File: src/rtl/dct_wave_scheduler_if.sv
// ----------------------------------------------------------------------------
// dct_wave_scheduler_if
//   Bundles the sample stream input, frame-sync gate and wave output of the
//   DCT wave scheduler into one interface.
//
//   Signals:
//     s_valid / s_ready / s_data / s_last : serial sample stream in
//     start_en                            : permits wave launch (frame sync)
//     m_data  [ROW*DATA_WIDTH]            : lane r at [r*DATA_WIDTH +: DATA_WIDTH]
//     m_valid [ROW]                       : per-lane valid to the DCT rows
//     wave_start                          : pulse with word 0 of each wave
//     busy                                : issuing or any bank full
//     err_last                            : s_last seen mid-vector
//
//   Modports:
//     master : stream source / wave sink (testbench or upstream logic)
//     slave  : the scheduler itself
// ----------------------------------------------------------------------------
interface dct_wave_scheduler_if #(
  parameter int DATA_WIDTH = 10,
  parameter int ROW        = 3
);

  logic                      s_valid;
  logic                      s_ready;
  logic [DATA_WIDTH-1:0]     s_data;
  logic                      s_last;
  logic                      start_en;
  logic [ROW*DATA_WIDTH-1:0] m_data;
  logic [ROW-1:0]            m_valid;
  logic                      wave_start;
  logic                      busy;
  logic                      err_last;

  modport master (
    output s_valid, s_data, s_last, start_en,
    input  s_ready, m_data, m_valid, wave_start, busy, err_last
  );

  modport slave (
    input  s_valid, s_data, s_last, start_en,
    output s_ready, m_data, m_valid, wave_start, busy, err_last
  );

endinterface

File: src/rtl/dct_wave_scheduler.sv
// ----------------------------------------------------------------------------
// dct_wave_scheduler
//   Collects a serial stream of N-sample vectors into ping-pong banks of ROW
//   vectors and launches each full bank as an aligned wave: all ROW lanes are
//   driven on the same N consecutive cycles so the DCT row array keeps its
//   per-lane skew and modulo-N phase counters aligned. One bank fills while
//   the other issues; back-to-back waves run without a bubble.
//
//   Ports:
//     clk    : clock
//     rst_n  : asynchronous, active-low reset
//     sched  : dct_wave_scheduler_if.slave (stream in, wave out, status)
//
//   Parameters:
//     DATA_WIDTH : sample width
//     ROW        : DCT lanes = vectors per wave
//     N          : samples per vector, power of two >= 2
//
//   Build option:
//     DCT_SCHED_ZERO_PAD_EN : when defined, unused lanes of a short wave
//                             drive m_valid=1 with zero data instead of
//                             m_valid=0.
// ----------------------------------------------------------------------------
module dct_wave_scheduler #(
  parameter int DATA_WIDTH = 10,
  parameter int ROW        = 3,
  parameter int N          = 8
) (
  input  logic                clk,
  input  logic                rst_n,
  dct_wave_scheduler_if.slave sched
);

  localparam int IDX_W  = $clog2(N);
  localparam int LANE_W = (ROW > 1) ? $clog2(ROW) : 1;
  localparam int LU_W   = $clog2(ROW + 1);

  localparam logic [IDX_W-1:0]  IDX_LAST  = IDX_W'(N - 1);
  localparam logic [LANE_W-1:0] LANE_LAST = LANE_W'(ROW - 1);

`ifdef DCT_SCHED_ZERO_PAD_EN
  localparam bit ZERO_PAD = 1'b1;
`else
  localparam bit ZERO_PAD = 1'b0;
`endif

  typedef enum logic {
    IDLE,
    ISSUE
  } state_t;

  // Storage and write-side state
  logic [DATA_WIDTH-1:0] r_mem [2][ROW][N];
  logic [1:0]            r_full;
  logic [LU_W-1:0]       r_lanesUsed [2];
  logic                  r_wrBank;
  logic [LANE_W-1:0]     r_wrLane;
  logic [IDX_W-1:0]      r_wrIdx;
  logic                  r_errLast;

  // Read-side state
  state_t                r_state;
  state_t                w_stateNext;
  logic                  r_rdBank;
  logic                  w_rdBankNext;
  logic [IDX_W-1:0]      r_rdIdx;
  logic [IDX_W-1:0]      w_rdIdxNext;
  logic [IDX_W-1:0]      w_rdIdxInc;

  // Output word staging
  logic                      w_load;
  logic                      w_waveStart;
  logic                      w_release;
  logic [IDX_W-1:0]          w_loadIdx;
  logic [ROW*DATA_WIDTH-1:0] w_loadData;
  logic [ROW-1:0]            w_loadValid;
  logic [ROW*DATA_WIDTH-1:0] r_mData;
  logic [ROW-1:0]            r_mValid;
  logic                      r_waveStart;

  logic w_accept;
  logic w_idxWrap;
  logic w_wrClose;

  // s_ready comes only from the registered full flag, so a bank released on
  // this edge becomes writable on the next cycle, never the same one.
  assign sched.s_ready = ~r_full[r_wrBank];
  assign w_accept      = sched.s_valid & ~r_full[r_wrBank];
  assign w_idxWrap     = (r_wrIdx == IDX_LAST);
  assign w_wrClose     = w_accept & w_idxWrap & ((r_wrLane == LANE_LAST) | sched.s_last);
  assign w_rdIdxInc    = r_rdIdx + 1'b1;

  // Sample storage; contents need no reset because lanes_used gates every read.
  always_ff @(posedge clk) begin
    if (w_accept) begin
      r_mem[r_wrBank][r_wrLane][r_wrIdx] <= sched.s_data;
    end
  end

  // Write pointers, bank full flags and lane counts. The read side only ever
  // releases the bank it is issuing, which is full and therefore never the
  // bank being written, so set and clear cannot collide.
  always_ff @(posedge clk or negedge rst_n) begin
    if (!rst_n) begin
      r_wrBank       <= 1'b0;
      r_wrLane       <= '0;
      r_wrIdx        <= '0;
      r_full         <= '0;
      r_lanesUsed[0] <= '0;
      r_lanesUsed[1] <= '0;
      r_errLast      <= 1'b0;
    end else begin
      r_errLast <= w_accept & sched.s_last & ~w_idxWrap;
      if (w_release) begin
        r_full[r_rdBank] <= 1'b0;
      end
      if (w_accept) begin
        if (w_wrClose) begin
          r_full[r_wrBank]      <= 1'b1;
          r_lanesUsed[r_wrBank] <= LU_W'(r_wrLane) + 1'b1;
          r_wrBank              <= ~r_wrBank;
          r_wrLane              <= '0;
          r_wrIdx               <= '0;
        end else if (w_idxWrap) begin
          r_wrLane <= r_wrLane + 1'b1;
          r_wrIdx  <= '0;
        end else begin
          r_wrIdx <= r_wrIdx + 1'b1;
        end
      end
    end
  end

  // Read FSM next state. r_rdIdx is the word currently on the outputs; the
  // edge loading word N-1 releases the bank and flips r_rdBank so the next
  // boundary can chain straight into word 0 of the other bank.
  always_comb begin
    w_stateNext  = r_state;
    w_rdBankNext = r_rdBank;
    w_rdIdxNext  = r_rdIdx;
    w_load       = 1'b0;
    w_loadIdx    = '0;
    w_waveStart  = 1'b0;
    w_release    = 1'b0;
    unique case (r_state)
      IDLE: begin
        if (r_full[r_rdBank] && sched.start_en) begin
          w_stateNext = ISSUE;
          w_load      = 1'b1;
          w_waveStart = 1'b1;
          w_rdIdxNext = '0;
        end
      end
      ISSUE: begin
        if (r_rdIdx != IDX_LAST) begin
          w_load      = 1'b1;
          w_loadIdx   = w_rdIdxInc;
          w_rdIdxNext = w_rdIdxInc;
          if (w_rdIdxInc == IDX_LAST) begin
            w_release    = 1'b1;
            w_rdBankNext = ~r_rdBank;
          end
        end else if (r_full[r_rdBank] && sched.start_en) begin
          w_load      = 1'b1;
          w_waveStart = 1'b1;
          w_rdIdxNext = '0;
        end else begin
          w_stateNext = IDLE;
        end
      end
      default: begin
        w_stateNext = IDLE;
      end
    endcase
  end

  // Gather one word per lane; lanes beyond lanes_used always carry zero data.
  always_comb begin
    w_loadData  = '0;
    w_loadValid = '0;
    for (int r = 0; r < ROW; r++) begin
      if (LU_W'(r) < r_lanesUsed[r_rdBank]) begin
        w_loadData[r*DATA_WIDTH +: DATA_WIDTH] = r_mem[r_rdBank][r][w_loadIdx];
        w_loadValid[r] = 1'b1;
      end else begin
        w_loadValid[r] = ZERO_PAD;
      end
    end
  end

  // FSM state and registered wave outputs.
  always_ff @(posedge clk or negedge rst_n) begin
    if (!rst_n) begin
      r_state     <= IDLE;
      r_rdBank    <= 1'b0;
      r_rdIdx     <= '0;
      r_mData     <= '0;
      r_mValid    <= '0;
      r_waveStart <= 1'b0;
    end else begin
      r_state     <= w_stateNext;
      r_rdBank    <= w_rdBankNext;
      r_rdIdx     <= w_rdIdxNext;
      r_waveStart <= w_waveStart;
      if (w_load) begin
        r_mData  <= w_loadData;
        r_mValid <= w_loadValid;
      end else begin
        r_mData  <= '0;
        r_mValid <= '0;
      end
    end
  end

  assign sched.m_data     = r_mData;
  assign sched.m_valid    = r_mValid;
  assign sched.wave_start = r_waveStart;
  assign sched.err_last   = r_errLast;
  assign sched.busy       = (r_state == ISSUE) | (|r_full);

endmodule

File: src/flat_wrapper.sv
// flat-port wrapper written by rule: the top's interface ports become plain ports
module dct_wave_scheduler_flat 
#(
  parameter int DATA_WIDTH = 10,
  parameter int ROW        = 3,
  parameter int N          = 8
)
  (clk, rst_n, sched_s_valid, sched_s_data, sched_s_last, sched_start_en, sched_s_ready, sched_m_data, sched_m_valid, sched_wave_start, sched_busy, sched_err_last);
  dct_wave_scheduler_if #(.DATA_WIDTH(DATA_WIDTH), .ROW(ROW)) sched_i ();
  input  logic clk;
  input  logic rst_n;
  input wire logic [$bits(sched_i.s_valid)-1:0] sched_s_valid;
  input wire logic [$bits(sched_i.s_data)-1:0] sched_s_data;
  input wire logic [$bits(sched_i.s_last)-1:0] sched_s_last;
  input wire logic [$bits(sched_i.start_en)-1:0] sched_start_en;
  output wire logic [$bits(sched_i.s_ready)-1:0] sched_s_ready;
  output wire logic [$bits(sched_i.m_data)-1:0] sched_m_data;
  output wire logic [$bits(sched_i.m_valid)-1:0] sched_m_valid;
  output wire logic [$bits(sched_i.wave_start)-1:0] sched_wave_start;
  output wire logic [$bits(sched_i.busy)-1:0] sched_busy;
  output wire logic [$bits(sched_i.err_last)-1:0] sched_err_last;
  assign sched_i.s_valid = sched_s_valid;
  assign sched_i.s_data = sched_s_data;
  assign sched_i.s_last = sched_s_last;
  assign sched_i.start_en = sched_start_en;
  assign sched_s_ready = sched_i.s_ready;
  assign sched_m_data = sched_i.m_data;
  assign sched_m_valid = sched_i.m_valid;
  assign sched_wave_start = sched_i.wave_start;
  assign sched_busy = sched_i.busy;
  assign sched_err_last = sched_i.err_last;
  dct_wave_scheduler #(.DATA_WIDTH(DATA_WIDTH), .ROW(ROW), .N(N)) u_core (.clk(clk), .rst_n(rst_n), .sched(sched_i));
endmodule
File: config.mk
export PLATFORM = sky130hd
export DESIGN_NAME = dct_wave_scheduler_flat
export DESIGN_NICKNAME = d
export VERILOG_FILES = /design/src/rtl/dct_wave_scheduler_if.sv /design/src/rtl/dct_wave_scheduler.sv /design/src/flat_wrapper.sv
export SDC_FILE = /design/constraint.sdc
export NUM_CORES = 1
export LEC_CHECK = 0
export CORE_MARGIN = 2
export CORE_UTILIZATION = 41
export DETAILED_ROUTE_END_ITERATION = 10
export HOLD_SLACK_MARGIN = 0.03
export PLACE_DENSITY = 0.64
export RECOVER_POWER = 25
export SLEW_MARGIN = 30
export SYNTH_ARGS = -nofsm -noshare
export SYNTH_HDL_FRONTEND = slang
export SYNTH_SLANG_ARGS = --single-unit
File: constraint.sdc
create_clock -name clk -period 2.76 [get_ports clk]
set_clock_uncertainty 0.05 [all_clocks]
set_input_delay 0.552 -clock clk [delete_from_list [all_inputs] [get_ports clk]]
set_output_delay 0.552 -clock clk [all_outputs]
set_load 0.02 [all_outputs]
**After elaboration in Yosys (flattened, before gate mapping)**

Memory sizes are Yosys's and may differ from the RTL's.
Index checks and enable logic that the tools add are counted.

- Output and inout port bits: 37
- Register bits: 52
- Memories: 1
- RAM bits: 480
- Bits of input ports: 15
- Logic and storage cells: 124

- Bitwise operators: 20
- Magnitude comparators: 15
- Add/sub/neg operators: 3
- Multiplexer cells: 57
- Equality and inequality tests: 4
- Reduce and logical (&&, ||, !) cells: 11

Memories:

| name | depth | bits a word | read ports | clocked after memory_dff | wr ports | RTL line | text |
|---|---|---|---|---|---|---|---|
| u_core.r_mem | 2 | 240 | 1 | 0 | 1 | dct_wave_scheduler.sv:53 | `logic [DATA_WIDTH-1:0] r_mem [2][ROW][N];` |

Operators with widths:

| cell | number |
|---|---|
| 240-bit two-way mux | 1 |
| 80-bit demux with 2-bit select | 1 |
| 10-bit two-way mux | 10 |
| 10-bit binary-select mux with 3-bit select | 3 |
| 80-bit two-way mux | 1 |
| 10-bit demux with 3-bit select | 1 |
| 30-bit two-way mux | 1 |
| 3-bit two-way mux | 7 |
| 2-bit two-way mux | 9 |
| 1-bit two-way mux | 16 |
| 4-bit greater-or-equal comparator, second input constant | 2 |
| 3-bit NOT with 4-bit output | 2 |
| 3-bit by 1-bit adder with 3-bit output, second input constant | 2 |
| 3-bit == test, second input constant | 2 |
| 1-bit logical AND | 6 |
| 3-bit one-hot mux with 2 select lines | 1 |
| 1-bit AND | 5 |
| 1-bit NOT | 5 |
| 4-bit bitwise mux | 1 |
| 2-bit greater-or-equal comparator, second input constant | 2 |
| 1-bit by 2-bit < comparator with 1-bit output, first input constant | 2 |
| 1-bit by 2-bit < comparator with 1-bit output, second input constant | 2 |
| 4-bit by 1-bit < comparator with 1-bit output, second input constant | 1 |
| 1-bit NOT with 2-bit output | 2 |
| 20 further kinds | 25 |

**Logic depth before layout (Yosys ltp)**

Gate-level depths: netlist (run 1).

- Depth in word-level cells: 10
- Gate-level depth with buffers: 12

**Worst setup path before layout (run 1)**

No wires, ideal clock.

- Path type: register to register
- Start: reg u_core.r_rdIdx[0]
- End: reg u_core.r_mData[11], in the netlist u_core.sched.m_data[11]
- Arrival time: 2.373 ns
- Cell stages (with the launch flop): 13
- Path buffers: 6
- Required time: 2.568 ns
- Slack: 0.195 ns
- Path through: dfrtp_1 > clkbuf_1 > inv_2 > clkbuf_1 > ha_1 > buf_2 > nand2b_1 > buf_2 > buf_2 > buf_1 > nand2_1 > a31oi_1 > o32ai_1

- Word-level cells in the longest chain between the ends: 9

Ends and longest elaborated chain:

| what | RTL line | text |
|---|---|---|
| start, declared | dct_wave_scheduler.sv:66 | `logic [IDX_W-1:0] r_rdIdx;` |
| start signal, assigned | dct_wave_scheduler.sv:203 | `r_rdIdx <= w_rdIdxNext;` |
| 3-bit by 1-bit adder with 3-bit output / 3-bit inequality test (equally long branches) | dct_wave_scheduler.sv:91, dct_wave_scheduler.sv:155 |  |
| 3-bit two-way mux | dct_wave_scheduler.sv:155 | `if (r_rdIdx != IDX_LAST) begin` |
| 3-bit two-way mux | dct_wave_scheduler.sv:145 | `unique case (r_state)` |
| 3-bit NOT with 4-bit output (not written as such) | dct_wave_scheduler.sv:183 | `w_loadData[r*DATA_WIDTH +: DATA_WIDTH] = r_mem[r_rdBank][r][w_loadIdx];` |
| 10-bit binary-select mux with 3-bit select | dct_wave_scheduler.sv:183 |  |
| 10-bit two-way mux (not written as such) (2 in series) | dct_wave_scheduler.sv:183 |  |
| 10-bit two-way mux | dct_wave_scheduler.sv:182 | `if (LU_W'(r) < r_lanesUsed[r_rdBank]) begin` |
| 30-bit two-way mux * | dct_wave_scheduler.sv:205 | `if (w_load) begin` |
| end signal, assigned | dct_wave_scheduler.sv:206 | `r_mData <= w_loadData;` |
| end, declared | dct_wave_scheduler.sv:77 | `logic [ROW*DATA_WIDTH-1:0] r_mData;` |

Mark *: on every way between the ends. The rest lies on a longest branch, timed or not. The select of a mux whose other input is x is not followed.
A chain may end at the register's enable or synchronous reset.

**Worst setup path after layout (run 1)**

- Start: reg u_core.r_full[0]
- End: out sched_busy

- Word-level cells in the longest chain between the ends: 2

Ends and longest elaborated chain:

| what | RTL line | text |
|---|---|---|
| start, declared | dct_wave_scheduler.sv:54 | `logic [1:0] r_full;` |
| start signal, assigned | dct_wave_scheduler.sv:108 | `r_full <= '0;` |
| start signal, assigned by index | dct_wave_scheduler.sv:115 | `r_full[r_rdBank] <= 1'b0;` |
| start signal, assigned by index | dct_wave_scheduler.sv:119 | `r_full[r_wrBank] <= 1'b1;` |
| 2-bit OR reduction | dct_wave_scheduler.sv:219 | `assign sched.busy = (r_state == ISSUE) \| (\|r_full);` |
| 1-bit bitwise OR | dct_wave_scheduler.sv:219 |  |
| end, declared | flat_wrapper.sv:20 | `output wire logic [$bits(sched_i.busy)-1:0] sched_busy;` |

Every way passes these cells.

==> impl_metrics.csv, run 1 <==
group,metric,value,unit
global_routing,use_met2,0.3225,
critical_path,setup.worst_path.end_class,"output port",
cts,clk_pin_slew_worst_paths,60,ps
sta,hold_slack,429.2,ps
power_and_ir_drop,finalPower,25.78,mW
critical_path,reg2reg_setup_slack,140,ps
power_and_ir_drop,peakVddDrop,0.6364,mV
synth,syn_area_per_cell,14.84,µm²
synth,synth_area,21410,µm²
sta,drv_slew,177,
sta,max_freq,374.2,MHz
sta,fin_tns_setup,0,ps
global_routing,first_global_vias,12670,
cts,numCtsBuffers,53,
synth,ys.warnings.count,0,
floorplan,die-width,232.5,µm
placed_design,place.gp.congestion,0.8404,
global_routing,grtUsageMet3,0.02831,
final_layout,fillers,4399,
critical_path,cp.arrival,2070,ps
cts,cts_buffer_depth,3,
synth,async_flop_share,0.09774,
min_path,hp-class,"input port to async pin",
critical_path,crit_start,"u_core.r_full[0]",
sta,worst_slew_pin_slew,2582,ps
global_routing,track_usage,0.1953,
synth,synth_top_area_cell,"edfxtp_1",
sta,period_needed,2673,ps
sta,rsz0062_at_grt,"false",
sta,setup_ws,87.47,ps
critical_path,critical_path_required,2160,ps
global_routing,top_usage_layer,"met2",
sta,setup_viol,0,
cts,cts-root-buf,"clkbuf_16",
synth,yosysSeqAreaShare,0.7339,
run_status,violations,"capacitance limit, slew limit",
route,drc,0,
sta,fin_crit_sh,0.9683,
floorplan,design.die.area,54070,µm²
synth,ys_top_cells_by_count,"edfxtp_1 (480), nand3_1 (128), nand2_1 (119)",
power_and_ir_drop,p_leak,8.600,nW
critical_path,start_kind,"flop",
synth,syn_inst,1443,
route,initialDrtViolationCount,1111,
synth,synth.net_count,1466,
cts,cts_tree,"yes",
route,antenna_left,0,
route,vias_per_cell,5.636,
final_layout,drive_gt1_frac,0.1372,
run_status,status,"finished with violations",
synth,ys_ff_latch,532,
global_routing,antenna_found_initial,0,
synth,ys.flop_type,"edfxtp_1",
placed_design,dpl.hpwl,32.19,mm
synth,synth_edf_count,480,
final_layout,final_area,24910,µm²
critical_path,reg2regPathDepth,7,
global_routing,grt.overflow.total,0,
floorplan,core_area,51510,µm²
critical_path,worstReg2RegEnd,"u_core.sched.m_data[2]",
power_and_ir_drop,power-per-cell-area,1035,nW/µm²
placed_design,dpl_cell_area,23200,µm²
job,cap_viol_max_count,6,
floorplan,ios,52,
route,dr.pass1.iters,5,
final_layout,areaGrowthSynthToFinish,16.32,%
placed_design,io_buffers,51,
route,finalWirelength,52.54,mm
route,wl_per_cell,23.16,µm
synth,synth.most_common_cell,"edfxtp_1",
floorplan,rows,83,
global_routing,grt_pass1_wl,79.25,mm
floorplan,dieHeight,232.5,µm
global_routing,grt_start_max_net_pins,63,
critical_path,rr_startpoint,"u_core.r_rdIdx[1]",
cts,cts_max_level,2,
synth,yosysUniqueCellTypes,50,
global_routing,met1_usage,0.2633,
floorplan,initial_core_util,0.4157,
cts,clock_latency,600,ps
synth,netlist.area_leader.share,0.6731,
sta,maxSlewHeadroom,-0.7213,
critical_path,cp_max_fo,5,
synth,ys_top_cells_by_area,"edfxtp_1 (67%), dfrtp_1 (6.1%), mux2i_1 (4.7%)",
cts,clock-sinks,532,
final_layout,nNetsFinal,1568,
placed_design,pre_cts_ws,171.1,ps
critical_path,critPathKind,"flop to output port",
final_layout,antenna_cells,0,
route,vias,12790,
sta,hold_violations,0,
## worst max-delay path: stages, from the launching register on
cell             delay (ps)
dfrtp_1                 440
or3_1                   460
clkdlybuf4s50_1         570
## per-stage QoR
| stage | std cells | util |
|---|---|---|
| global route | 2269 | 0.4836 |
| global placement | 2169 | 0.4505 |
| floorplan | 1443 | - |
| CTS | 2269 | 0.4843 |
| finish | 2269 | 0.4836 |
| detailed placement | 2169 | 0.4505 |
## layout by cell type (no fill, tap or decap), types with 3 or more instances in the layout
cell type / instances
o21ai_0: 78
a211oi_1: 42
nand3b_1: 3
ha_1: 7
o32ai_1: 10
and3_1: 32
a21oi_1: 23
a32o_1: 10
dfrtp_1: 50
nor2b_1: 44
bufinv_16: 4
inv_1: 4
a31oi_1: 11
nand3_1: 128
clkbuf_1: 16
clkdlybuf4s50_1: 40
clkinvlp_4: 3
nor2_1: 61
clkinv_2: 11
edfxtp_1: 480
a22oi_1: 9
mux2i_1: 99
nor3b_1: 4
buf_2: 4
buf_12: 14
clkbuf_16: 55
a2111oi_0: 40
a21o_1: 12
inv_6: 3
clkbuf_8: 3
o41ai_2: 10
nand2b_1: 4
clkinv_1: 11
buf_4: 80
o21ai_1: 10
mux2_2: 12
a31o_1: 10
nand2_1: 119
## cell type report
| cell class | count | area, µm² | share of cell area |
|---|---|---|---|
| Clock inverter | 34 | 285.3 | 0.01145 |
| Multi-Input combinational cell | 802 | 5233 | 0.2101 |
| Timing Repair Buffer | 150 | 1355 | 0.05440 |
| Inverter | 6 | 22.52 | 0.0009041 |
| Tap cell | 680 | 850.8 | 0.03416 |
| Sequential cell | 532 | 15720 | 0.6311 |
| Clock buffer | 65 | 1444 | 0.05796 |
## how the worst max path moves through the flow
stage	slack, ps	cells past startpoint	to
after floorplan	200	12	u_core.sched.m_data[11]
after global placement	240	7	u_core.sched.m_data[26]
after detailed placement	170	7	u_core.sched.m_data[2]
after CTS	20	2	sched_s_ready
after global routing	30	7	u_core.sched.m_data[0]
final	90	2	sched_busy
## sequential cells by signal, indices dropped and copies added (netlist names), 2 cells and up
name                  cells
u_core.r_wrIdx            3
u_core.sched.m_valid      3
u_core.r_full             2
u_core.r_wrLane           2
u_core.r_lanesUsed        4
u_core.sched.m_data      30
u_core.r_mem            480
u_core.r_rdIdx            3
## per-layer routing
| layer | part of all wire | up-vias |
|---|---|---|
| li1 | - | 5781 |
| met4 | 0.029 | 0 |
| met5 | 0 | - |
| met1 | 0.42 | 6444 |
| met3 | 0.060 | 98 |
| met2 | 0.49 | 465 |
## where the power goes
group	switching [mW]	internal (mW)
clock	3.02	4.10
combinational	6.05	3.16
sequential	0.292	9.16
## repair_timing
item	in CTS	in global routing
hold buffers	1	0
gates resized for setup	1	1
hold endpoints to repair	20	0
setup buffers	0	0
setup endpoints to repair	1	1
cloned	0	0
## cells by family (layout without fill, tap and decap cells)
family	count (synthesis)	in the layout	synth area share
flops	532	532	0.7339
simple gates	409	409	0.09290
compound gates	272	272	0.09121
mux	112	112	0.05305
buf+inv	109	255	0.02390
fa+ha+maj	8	8	0.004674
xor+xnor	1	1	0.0004091
(Power assumes the default switching activity.)
==> inputs of run 2 (changes only) <==
--- a/config.mk
+++ b/config.mk
@@ -9,7 +9,6 @@
 export CORE_UTILIZATION = 41
 export DETAILED_ROUTE_END_ITERATION = 10
 export HOLD_SLACK_MARGIN = 0.03
-export PLACE_DENSITY = 0.64
 export RECOVER_POWER = 25
 export SLEW_MARGIN = 30
 export SYNTH_ARGS = -nofsm -noshare
==> impl_metrics.csv, run 2 (same netlist as run 1, synthesis figures left out) <==
group,metric,value,unit
power_and_ir_drop,power_frac_seq,0.365,
power_and_ir_drop,intPower,16.36,mW
final_layout,nNetsFinal,1579,
sta,max_freq,375.8,MHz
sta,rsz0062_at_grt,"false",
power_and_ir_drop,switching_power,9.318,mW
cts,clock-sinks,532,
global_routing,antenna_found_initial,0,
floorplan,core_area,51510,µm²
cts,cts_tree,"yes",
route,finalWirelength,52.35,mm
sta,maxSlewHeadroom,-0.5384,
global_routing,grt_start_max_net_pins,71,
final_layout,drive_gt1_frac,0.1362,
min_path,hp-start,"sched_s_data[8]",
critical_path,rr_startpoint,"u_core.r_rdIdx[0]",
final_layout,top_register,"u_core.r_mem",
critical_path,setup.worst_path.end_class,"output port",
sta,fin_tns_setup,0,ps
floorplan,ios,52,
route,drc,0,
sta,hold_violations,0,
run_status,status,"finished with violations",
route,vias_per_cell,5.546,
placed_design,dpl.hpwl,32.70,mm
power_and_ir_drop,p_leak,8.597,nW
placed_design,place.gp.congestion,0.8133,
cts,cts_setup_buffers,0,
critical_path,critPathKind,"flop to output port",
cts,clock_latency,610,ps
critical_path,cp.arrival,2060,ps
min_path,worstHoldPathCells,1,
route,wl_per_cell,22.95,µm
cts,numCtsBuffers,54,
floorplan,design.die.area,54070,µm²
route,dr.pass1.iters,7,
final_layout,stdcell_count,2281,
critical_path,reg2reg_setup_slack,180,ps
global_routing,grt_pass1_wl,78.83,mm
power_and_ir_drop,sw_frac_of_total,0.3628,
power_and_ir_drop,comb_power_share,0.366,
sta,setup_viol,0,
floorplan,initial_core_util,0.4157,
min_path,whs_endpoint,"u_core.r_mem[0][98]",
final_layout,mostFrequentLayoutCell,"edfxtp_1",
cts,clk_pin_slew_worst_paths,60,ps
critical_path,start_kind,"flop",
final_layout,areaGrowthSynthToFinish,16.22,%
min_path,hp-class,"input port to flop",
critical_path,cp_max_fo,4,
run_status,violations,"capacitance limit, slew limit",
sta,fin_crit_sh,0.9642,
sta,drv_slew,120,
global_routing,track_usage,0.1945,
job,cap_viol_max_count,3,
power_and_ir_drop,finalPower,25.68,mW
route,initialDrtViolationCount,986,
critical_path,critical_path_required,2160,ps
placed_design,dp_cells,2179,
sta,worst_slew_pin_slew,2308,ps
final_layout,largest_reg_flops,480,
cts,cts_max_level,2,
power_and_ir_drop,pwr-share-clk,0.269,
route,vias,12650,
power_and_ir_drop,power-per-cell-area,1032,nW/µm²
critical_path,worstReg2RegEnd,"u_core.sched.m_data[21]",
cts,cts_buffer_depth,3,
sta,period_needed,2661,ps
final_layout,antenna_cells,0,
power_and_ir_drop,peakVddDrop,0.5257,mV
placed_design,io_buffers,51,
floorplan,dieHeight,232.5,µm
floorplan,rows,83,
global_routing,grt.overflow.total,0,
floorplan,die-width,232.5,µm
route,antenna_left,0,
final_layout,mostFrequentLayoutCells,"edfxtp_1 (480), nand3_1 (128), nand2_1 (119), mux2i_1 (99), buf_4 (88)",
cts,cts-root-buf,"clkbuf_16",
critical_path,reg2regPathDepth,8,
global_routing,first_global_vias,12560,
[run 2: cell count changes in the layout (fill, tap and decap cells not counted), moves of 2 or more]
cell,previous run,this run
clkinv_1,11,13
clkbuf_1,16,26
buf_4,80,88
clkbuf_8,3,1
[run 2: critical path, stage by stage, from the launching register on]
cell and delay [ps]:
dfrtp_1 400, mux2i_2 370, clkdlybuf4s50_1 680
[run 2: cell type report]
class                           count  area (µm²)
Clock inverter                     34       256.5
Tap cell                          680       850.8
Fill cell                        4402       26620
Sequential cell                   532       15720
Timing Repair Buffer              160        1404
Clock buffer                       67        1410
Inverter                            6       22.52
Multi-Input combinational cell    802        5224
[run 2: repair_timing]
item                                    in CTS  in global routing
endpoints found under the setup margin       1                  0
resized for setup                            1                  0
hold buffers                                 1                  0
endpoints found under the hold margin       11                  0
[run 2: layer usage]
metal	share of wire	track usage
met1	0.43	0.2587
met2	0.50	0.3267
met3	0.054	0.03542
met4	0.023	0.05593
met5	0	0
[run 2: how the worst max path moves through the flow]
stage	cells after the start	to	start	slack, ps
2_1_floorplan	12	u_core.sched.m_data[11]	u_core.r_rdIdx[0]	200
3_3_place_gp	8	u_core.sched.m_data[26]	u_core.r_rdIdx[0]	230
3_5_place_dp	8	u_core.sched.m_data[23]	u_core.r_rdIdx[0]	230
4_1_cts	2	sched_s_ready	u_core.r_wrBank	70
5_1_grt	7	u_core.sched.m_data[29]	u_core.r_rdIdx[0]	20
6_report	2	sched_s_ready	u_core.r_wrBank	100
[run 2: power groups by stage]
stage	Sequential, mW	Clock (mW)	Combinational (mW)
finish	9.38	6.91	9.39
global placement	9.52	0	9.31
floorplan	9.47	0	6.08
detailed placement	9.53	0	9.38
global route	9.41	7.35	10.2
CTS	9.37	7.05	9.43
[run 2: through the flow]
| step | hold slack (ps) | utilization | worst slack [ps] | cell area (µm²) |
|---|---|---|---|---|
| final | 140.9 | 0.4832 | 98.72 | 24890 |
| after floorplan | 206.4 | - | 195.3 | 21410 |
| after detailed placement | 450.0 | 0.4517 | 226.6 | 23270 |
| after global routing | 144.8 | 0.4832 | 15.92 | 24890 |
| after CTS | 96.55 | 0.4843 | 73.08 | 24950 |
| after global placement | 443.0 | 0.4517 | 229.0 | 23270 |
==> inputs of run 3 (changes only) <==
--- a/config.mk
+++ b/config.mk
@@ -7,6 +7,7 @@
 export LEC_CHECK = 0
 export CORE_MARGIN = 2
 export CORE_UTILIZATION = 41
+export CTS_CLUSTER_DIAMETER = 100
 export DETAILED_ROUTE_END_ITERATION = 10
 export HOLD_SLACK_MARGIN = 0.03
 export RECOVER_POWER = 25
@@ -14,3 +15,4 @@
 export SYNTH_ARGS = -nofsm -noshare
 export SYNTH_HDL_FRONTEND = slang
 export SYNTH_SLANG_ARGS = --single-unit
+export TNS_END_PERCENT = 20
==> results of run 3 <==
No change in the layout: final DEF, timing and power equal those of run 2.
